File: config.mk
export PLATFORM = sky130hd
export DESIGN_NAME = adc_scan_ctrl
export DESIGN_NICKNAME = d
export VERILOG_FILES = /design/src/rtl/adc_scan_ctrl.sv
export SDC_FILE = /design/constraint.sdc
export NUM_CORES = 1
export LEC_CHECK = 0
export ABC_AREA = 0
export BUFFER_PORTS_ARGS = -buffer_cell sky130_fd_sc_hd__buf_2
export CORE_ASPECT_RATIO = 0.75
export CORE_MARGIN = 3
export CORE_UTILIZATION = 61
export DETAILED_ROUTE_END_ITERATION = 6
export HOLD_SLACK_MARGIN = 0.06
export PLACE_DENSITY = 0.84
export RECOVER_POWER = 50
export SLEW_MARGIN = 40
export SYNTH_ARGS = -nofsm -noshare
export SYNTH_HDL_FRONTEND = slang
export SYNTH_SLANG_ARGS = --single-unit
File: constraint.sdc
create_clock -name clkadc -period 5.3 [get_ports clkadc]
set_input_delay 0.265 -clock clkadc [delete_from_list [all_inputs] [get_ports clkadc]]
set_output_delay 0.265 -clock clkadc [all_outputs]
set_load 0.005 [all_outputs]
File: src/rtl/adc_scan_ctrl.sv
// adc_scan_ctrl: frame sequencer for two banks of serial ADCs (pot and current).
// One FSM drives both banks. Each frame holds conv high, clocks out 16 bits
// MSB-first on sclk, then spends one cycle adding the words to per-axis
// accumulators. After 2^AVG_LOG2 contributing frames the averaged words are
// registered and the matching ready signal pulses. The pot bank only takes
// part in every POT_DECIM-th frame.
//
// Ports:
//   clkadc    - sole clock, rising edge
//   reset     - asynchronous, active-low
//   enable    - run frames back-to-back while high; finish current frame when low
//   sclk[1:2] - serial clocks, [1] pot bank, [2] current bank (idle low)
//   conv[1:2] - convert strobes, [1] pot bank, [2] current bank
//   miso      - [NUM_AXES-1:0] pot axes, upper NUM_AXES bits current axes
//   cur/pot   - averaged words, axis n at [16n+15:16n]
//   cur_ready - one-cycle pulse when cur updates
//   pot_ready - one-cycle pulse when pot updates
//   frame_cnt - completed-frame counter, wraps
module adc_scan_ctrl #(
  parameter int unsigned NUM_AXES  = 4,
  parameter int unsigned SCLK_HALF = 2,
  parameter int unsigned CONV_CYC  = 160,
  parameter int unsigned AVG_LOG2  = 0,
  parameter int unsigned POT_DECIM = 1
) (
  input  logic                    clkadc,
  input  logic                    reset,
  input  logic                    enable,
  output logic [1:2]              sclk,
  output logic [1:2]              conv,
  input  logic [2*NUM_AXES-1:0]   miso,
  output logic [16*NUM_AXES-1:0]  cur,
  output logic                    cur_ready,
  output logic [16*NUM_AXES-1:0]  pot,
  output logic                    pot_ready,
  output logic [15:0]             frame_cnt
);

  localparam int unsigned AccW  = 16 + AVG_LOG2;
  localparam int unsigned ConvW = $clog2(CONV_CYC);
  localparam int unsigned HalfW = (SCLK_HALF > 1) ? $clog2(SCLK_HALF) : 1;
  localparam int unsigned DecW  = (POT_DECIM > 1) ? $clog2(POT_DECIM) : 1;
  localparam int unsigned AvgW  = (AVG_LOG2 > 0) ? AVG_LOG2 : 1;

  localparam logic [ConvW-1:0] ConvLast = ConvW'(CONV_CYC - 1);
  localparam logic [HalfW-1:0] HalfLast = HalfW'(SCLK_HALF - 1);
  localparam logic [DecW-1:0]  DecLast  = DecW'(POT_DECIM - 1);
  localparam logic [AvgW-1:0]  AvgLast  = AvgW'((1 << AVG_LOG2) - 1);

  typedef enum logic [1:0] {StIdle, StConv, StShift, StAcc} state_e;

  state_e state_q, state_d;

  // Sequencing counters: conv length, position inside an sclk half period,
  // and index of the half period (0..31) within the shift phase.
  logic [ConvW-1:0] conv_cnt_q, conv_cnt_d;
  logic [HalfW-1:0] half_cnt_q, half_cnt_d;
  logic [4:0]       half_idx_q, half_idx_d;

  logic [DecW-1:0] dec_q;
  logic [AvgW-1:0] cur_cnt_q;
  logic [AvgW-1:0] pot_cnt_q;

  logic [NUM_AXES-1:0][15:0]     cur_sr_q;
  logic [NUM_AXES-1:0][15:0]     pot_sr_q;
  logic [NUM_AXES-1:0][AccW-1:0] cur_acc_q;
  logic [NUM_AXES-1:0][AccW-1:0] pot_acc_q;
  logic [NUM_AXES-1:0][AccW-1:0] cur_sum;
  logic [NUM_AXES-1:0][AccW-1:0] pot_sum;
  logic [NUM_AXES-1:0][15:0]     cur_q;
  logic [NUM_AXES-1:0][15:0]     pot_q;

  logic        cur_ready_q;
  logic        pot_ready_q;
  logic [15:0] frame_q;

  logic pot_frame;
  logic conv_done;
  logic shift_done;
  logic sclk_high;
  logic sample;
  logic cur_done;
  logic pot_done;

  // Decimation counter at zero marks a frame in which the pot bank runs.
  assign pot_frame  = (dec_q == '0);
  assign conv_done  = (state_q == StConv) && (conv_cnt_q == ConvLast);
  assign shift_done = (state_q == StShift) && (half_idx_q == 5'd31) && (half_cnt_q == HalfLast);
  // Odd half periods are the high phases of sclk.
  assign sclk_high  = (state_q == StShift) && half_idx_q[0];
  // The first cycle of each high phase is the cycle in which sclk rises.
  assign sample     = sclk_high && (half_cnt_q == '0);
  assign cur_done   = (cur_cnt_q == AvgLast);
  assign pot_done   = (pot_cnt_q == AvgLast);

  always_comb begin
    conv[2] = (state_q == StConv);
    conv[1] = (state_q == StConv) && pot_frame;
    sclk[2] = sclk_high;
    sclk[1] = sclk_high && pot_frame;
  end

  assign cur       = cur_q;
  assign pot       = pot_q;
  assign cur_ready = cur_ready_q;
  assign pot_ready = pot_ready_q;
  assign frame_cnt = frame_q;

  // Next-state logic.
  always_comb begin
    state_d = state_q;
    unique case (state_q)
      StIdle:  if (enable) state_d = StConv;
      StConv:  if (conv_done) state_d = StShift;
      StShift: if (shift_done) state_d = StAcc;
      StAcc:   state_d = enable ? StConv : StIdle;
      default: state_d = StIdle;
    endcase
  end

  // Phase counters; they rest at zero outside their own state.
  always_comb begin
    conv_cnt_d = '0;
    half_cnt_d = '0;
    half_idx_d = '0;
    if ((state_q == StConv) && !conv_done) begin
      conv_cnt_d = conv_cnt_q + ConvW'(1);
    end
    if (state_q == StShift) begin
      if (half_cnt_q == HalfLast) begin
        half_cnt_d = '0;
        half_idx_d = half_idx_q + 5'd1;
      end else begin
        half_cnt_d = half_cnt_q + HalfW'(1);
        half_idx_d = half_idx_q;
      end
    end
  end

  // Accumulator plus the word just shifted in; sized so 2^AVG_LOG2 words cannot overflow.
  always_comb begin
    for (int n = 0; n < int'(NUM_AXES); n++) begin
      cur_sum[n] = cur_acc_q[n] + AccW'(cur_sr_q[n]);
      pot_sum[n] = pot_acc_q[n] + AccW'(pot_sr_q[n]);
    end
  end

  always_ff @(posedge clkadc or negedge reset) begin
    if (!reset) begin
      state_q    <= StIdle;
      conv_cnt_q <= '0;
      half_cnt_q <= '0;
      half_idx_q <= '0;
    end else begin
      state_q    <= state_d;
      conv_cnt_q <= conv_cnt_d;
      half_cnt_q <= half_cnt_d;
      half_idx_q <= half_idx_d;
    end
  end

  always_ff @(posedge clkadc or negedge reset) begin
    if (!reset) begin
      dec_q       <= '0;
      cur_cnt_q   <= '0;
      pot_cnt_q   <= '0;
      cur_sr_q    <= '0;
      pot_sr_q    <= '0;
      cur_acc_q   <= '0;
      pot_acc_q   <= '0;
      cur_q       <= '0;
      pot_q       <= '0;
      cur_ready_q <= 1'b0;
      pot_ready_q <= 1'b0;
      frame_q     <= '0;
    end else begin
      cur_ready_q <= 1'b0;
      pot_ready_q <= 1'b0;

      if (sample) begin
        for (int n = 0; n < int'(NUM_AXES); n++) begin
          cur_sr_q[n] <= {cur_sr_q[n][14:0], miso[NUM_AXES + n]};
          // Pot shifters stay frozen on frames where the pot bank is not clocked.
          if (pot_frame) begin
            pot_sr_q[n] <= {pot_sr_q[n][14:0], miso[n]};
          end
        end
      end

      if (state_q == StAcc) begin
        frame_q     <= frame_q + 16'd1;
        dec_q       <= (dec_q == DecLast) ? '0 : dec_q + DecW'(1);

        cur_cnt_q   <= cur_done ? '0 : cur_cnt_q + AvgW'(1);
        cur_ready_q <= cur_done;
        for (int n = 0; n < int'(NUM_AXES); n++) begin
          if (cur_done) begin
            cur_q[n]     <= cur_sum[n][AccW-1:AVG_LOG2];
            cur_acc_q[n] <= '0;
          end else begin
            cur_acc_q[n] <= cur_sum[n];
          end
        end

        if (pot_frame) begin
          pot_cnt_q   <= pot_done ? '0 : pot_cnt_q + AvgW'(1);
          pot_ready_q <= pot_done;
          for (int n = 0; n < int'(NUM_AXES); n++) begin
            if (pot_done) begin
              pot_q[n]     <= pot_sum[n][AccW-1:AVG_LOG2];
              pot_acc_q[n] <= '0;
            end else begin
              pot_acc_q[n] <= pot_sum[n];
            end
          end
        end
      end
    end
  end

endmodule

==> impl_metrics.tcl <==
set metrics [dict create \
    cts_buffer_depth 3 \
    synth_seq_cells 289 \
    wire_per_inst_um 17.3 \
    r2r_slack_ns 2.63 \
    seq_area_um2 7230 \
    grt_pass1_wl_mm 32.1 \
    tns_ns 0 \
    syn2layout_area_growth_pct 16.9 \
    synth_fp_nets 702 \
    relSlewSlack -0.538 \
    h-tree-depth 1 \
    postSynthAreaPerCell_um2 16.3 \
    drc 0 \
    clockPowerShare 0.470 \
    setup-violations-final 0 \
    hold_violations 0 \
    num_rows 42 \
    fin_crit_sh 0.545 \
    crit_family "buffers and inverters" \
    final_cell_count_no_fill 1115 \
    cp.arrival_ns 3.47 \
    routed_wl_mm 19.3 \
    max_cap_viol_count 1 \
    start_util 0.626 \
    path_buf_inv 4 \
    start_kind "input port" \
    synth_seq_area_share 0.650 \
    routabilityCongestion 0.800 \
    coreArea_um2 17800 \
    port_buffers 160 \
    reg2reg_from "state_q[0]" \
    worstPathMaxFanout 69 \
    layout_min_cycle_time_ns 2.89 \
    p_int_mw 3.45 \
    layout_common_cells "dfrtp_1 (289), mux2_2 (257), buf_2 (86)" \
    clk_pin_slew_ns 0.06 \
    syn_area_um2 11100 \
    worstSkewPairLatency_ns 0.52 \
    critPathLaunch "reset" \
    leakage_nw 6.86 \
    die_area_um2 19900 \
    dp_hpwl_mm 12.5 \
    dp.cells 1057 \
    post-route-util 0.732 \
    grt_max_degree 127 \
    viasPerCell 5.37 \
    ioPinCount 161 \
    cts-root-buf "clkbuf_16" \
    combPwrFrac 0.013 \
    postRouteAntennaNets 0 \
    slowest_stage "clkbuf_1" \
    seqPwrFrac 0.517 \
    diodes 0 \
    slew_violations 41 \
    clkSinkCount 289 \
    antenna_found_initial 0 \
    cp-endpoint "pot[4]" \
    first_global_vias 6227 \
    gr-total-overflow 0 \
    num_vias 5991 \
    placed_area_um2 12100 \
    setup.worst_path.end_class "asynchronous set/reset pin" \
    worstSetupPathType "in -> async" \
    r2r_end "cur_sr_q[15]" \
    max-vdd-ir-drop_mv 0.265 \
    switching_share 0.193 \
    cts_tree "yes" \
    dieWidth_um 162 \
    violations "capacitance limit, slew limit" \
    die_y_um 123 \
    yosysWarningCount 0 \
    whs_ns 0.126 \
    cts_inserted_buffers 28 \
    worstPathCellList "dlygate4sd3_1 > clkbuf_1 > buf_16 > buf_4" \
    p_sw_uw 827 \
    postLayoutCellArea_um2 13000 \
    rsz0062_at_grt "no" \
    dr.pass1.iters 4 \
    status "complete, but fails checks" \
    track_usage 0.198 \
    syn-instance-count 683 \
    skew_ns 0.0125 \
    fill_cells 1162 \
    layout_commonest_cell "dfrtp_1" \
    layout.nets 874 \
    drive_gt1_frac 0.457 \
    fmax_mhz 346 \
    critical_path_depth 4 \
    synth.distinct_cells 31 \
    slowest_delay_ns 1.64 \
    powerDensity_nw_per_um2 329 \
    worstMarginPinSlew_ns 2.31 \
    critical_path_required_ns 5.89 \
    cts_resized 0 \
    drt-initial-drc-count 400 \
    hp-class "in -> reg" \
    worstRegToRegCells 6 \
    multi_input_area_um2 3620 \
]
==> how the worst min path moves through the flow <==
stage | startpoint | end | slack, ns | cells after the start
after floorplan | reset | conv_cnt_q[0] | -0.03 | 0
after global placement | reset | frame_cnt[13] | 0.35 | 1
after detailed placement | reset | frame_cnt[14] | 0.37 | 1
after CTS | enable | state_q[0] | 0.11 | 3
after global routing | enable | state_q[0] | 0.14 | 3
final | enable | state_q[0] | 0.13 | 3
==> flip-flops by register name, summed over array words and instances (netlist names) <==
| signal | count |
|---|---|
| state_q | 2 |
| cur | 64 |
| pot | 64 |
| half_cnt_q | 1 |
| cur_ready | 1 |
| frame_cnt | 16 |
| cur_sr_q | 64 |
| conv_cnt_q | 8 |
| half_idx_q | 5 |
| pot_sr_q | 64 |
==> synth_stat cells <==
| cell type | number | area [um^2] |
|---|---|---|
| a21oi_1 | 2 | 10.0 |
| buf_2 | 16 | 80.1 |
| nor3_1 | 2 | 10.0 |
| nand4_2 | 1 | 12.5 |
| mux2_4 | 1 | 15.0 |
| inv_1 | 4 | 15.0 |
| nor2b_2 | 1 | 8.76 |
| or2_2 | 1 | 6.26 |
| mux2_2 | 257 | 2890 |
| or2b_1 | 1 | 7.51 |
| xor2_1 | 10 | 87.6 |
| and3_1 | 3 | 18.8 |
| nor4_1 | 1 | 6.26 |
| ha_1 | 8 | 100 |
| nor2b_1 | 2 | 12.5 |
| buf_6 | 13 | 146 |
| nor4_2 | 1 | 12.5 |
| buf_4 | 5 | 37.5 |
| and3_2 | 1 | 7.51 |
| xnor2_1 | 14 | 123 |
| o41ai_4 | 1 | 27.5 |
| a22oi_1 | 1 | 7.51 |
| and2_1 | 8 | 50.1 |
| nor2_1 | 9 | 33.8 |
| nand4_1 | 7 | 43.8 |
| mux2i_1 | 2 | 20.0 |
| dfrtp_1 | 289 | 7230 |
| nand3_1 | 5 | 25.0 |
| nand3_2 | 1 | 10.0 |
| nand2_1 | 15 | 56.3 |
| o22ai_1 | 1 | 6.26 |
==> worst reg2reg max path, stage by stage (launching register included) <==
cell and delay (ns):
dfrtp_1 0.42, inv_1 0.10, ha_1 0.28, nor2b_1 0.20, nand2_4 0.53, buf_4 0.60
mux2_2 0.43
==> power by group through the flow <==
| stage | Sequential, mW | Clock, mW | Combinational (mW) |
|---|---|---|---|
| 2_1_floorplan | 2.25 | 0 | 0.00279 |
| 3_3_place_gp | 2.25 | 0 | 0.0502 |
| 3_5_place_dp | 2.25 | 0 | 0.0527 |
| 4_1_cts | 2.21 | 2.06 | 0.0577 |
| 5_1_grt | 2.21 | 2.16 | 0.0665 |
| 6_report | 2.21 | 2.01 | 0.0559 |
==> area by class of cell <==
class                   count  share of cell area
flip-flops and latches    289               0.556
clock inverters             6             0.00866
multi-input cells         356               0.278
well taps                 242              0.0233
clock buffers              42              0.0642
repair buffers            176              0.0682
inverters                   4             0.00115
==> per-stage QoR <==
step	setup slack, ns	total power, mW
detailed placement	2.57	2.30
finish	2.41	4.28
global route	1.87	4.44
global placement	2.69	2.30
floorplan	3.58	2.25
CTS	2.57	4.33
==> cells by family (layout without fill, tap and decap cells) <==
kind of cell	Yosys count	in the layout	share of synthesized area
fa+ha+maj	8	8	0.00900
simple gates	59	59	0.0289
compound gates	5	5	0.00461
flops	289	289	0.650
buf+inv	38	228	0.0251
xor+xnor	24	24	0.0189
mux	260	260	0.263
==> layer usage <==
| layer | vias up | GRT usage | wire length [um] |
|---|---|---|---|
| met5 | - | 0 | 0 |
| met4 | 0 | 0.0325 | 196 |
| met3 | 20 | 0.0593 | 1510 |
| met2 | 159 | 0.309 | 8890 |
| met1 | 3066 | 0.285 | 8680 |
| li1 | 2746 | - | - |
==> repair_timing <==
action	in CTS	in global routing
buffers inserted	0	0
hold endpoints to repair	116	0
hold buffers	9	0
(Power assumes the default switching activity.)
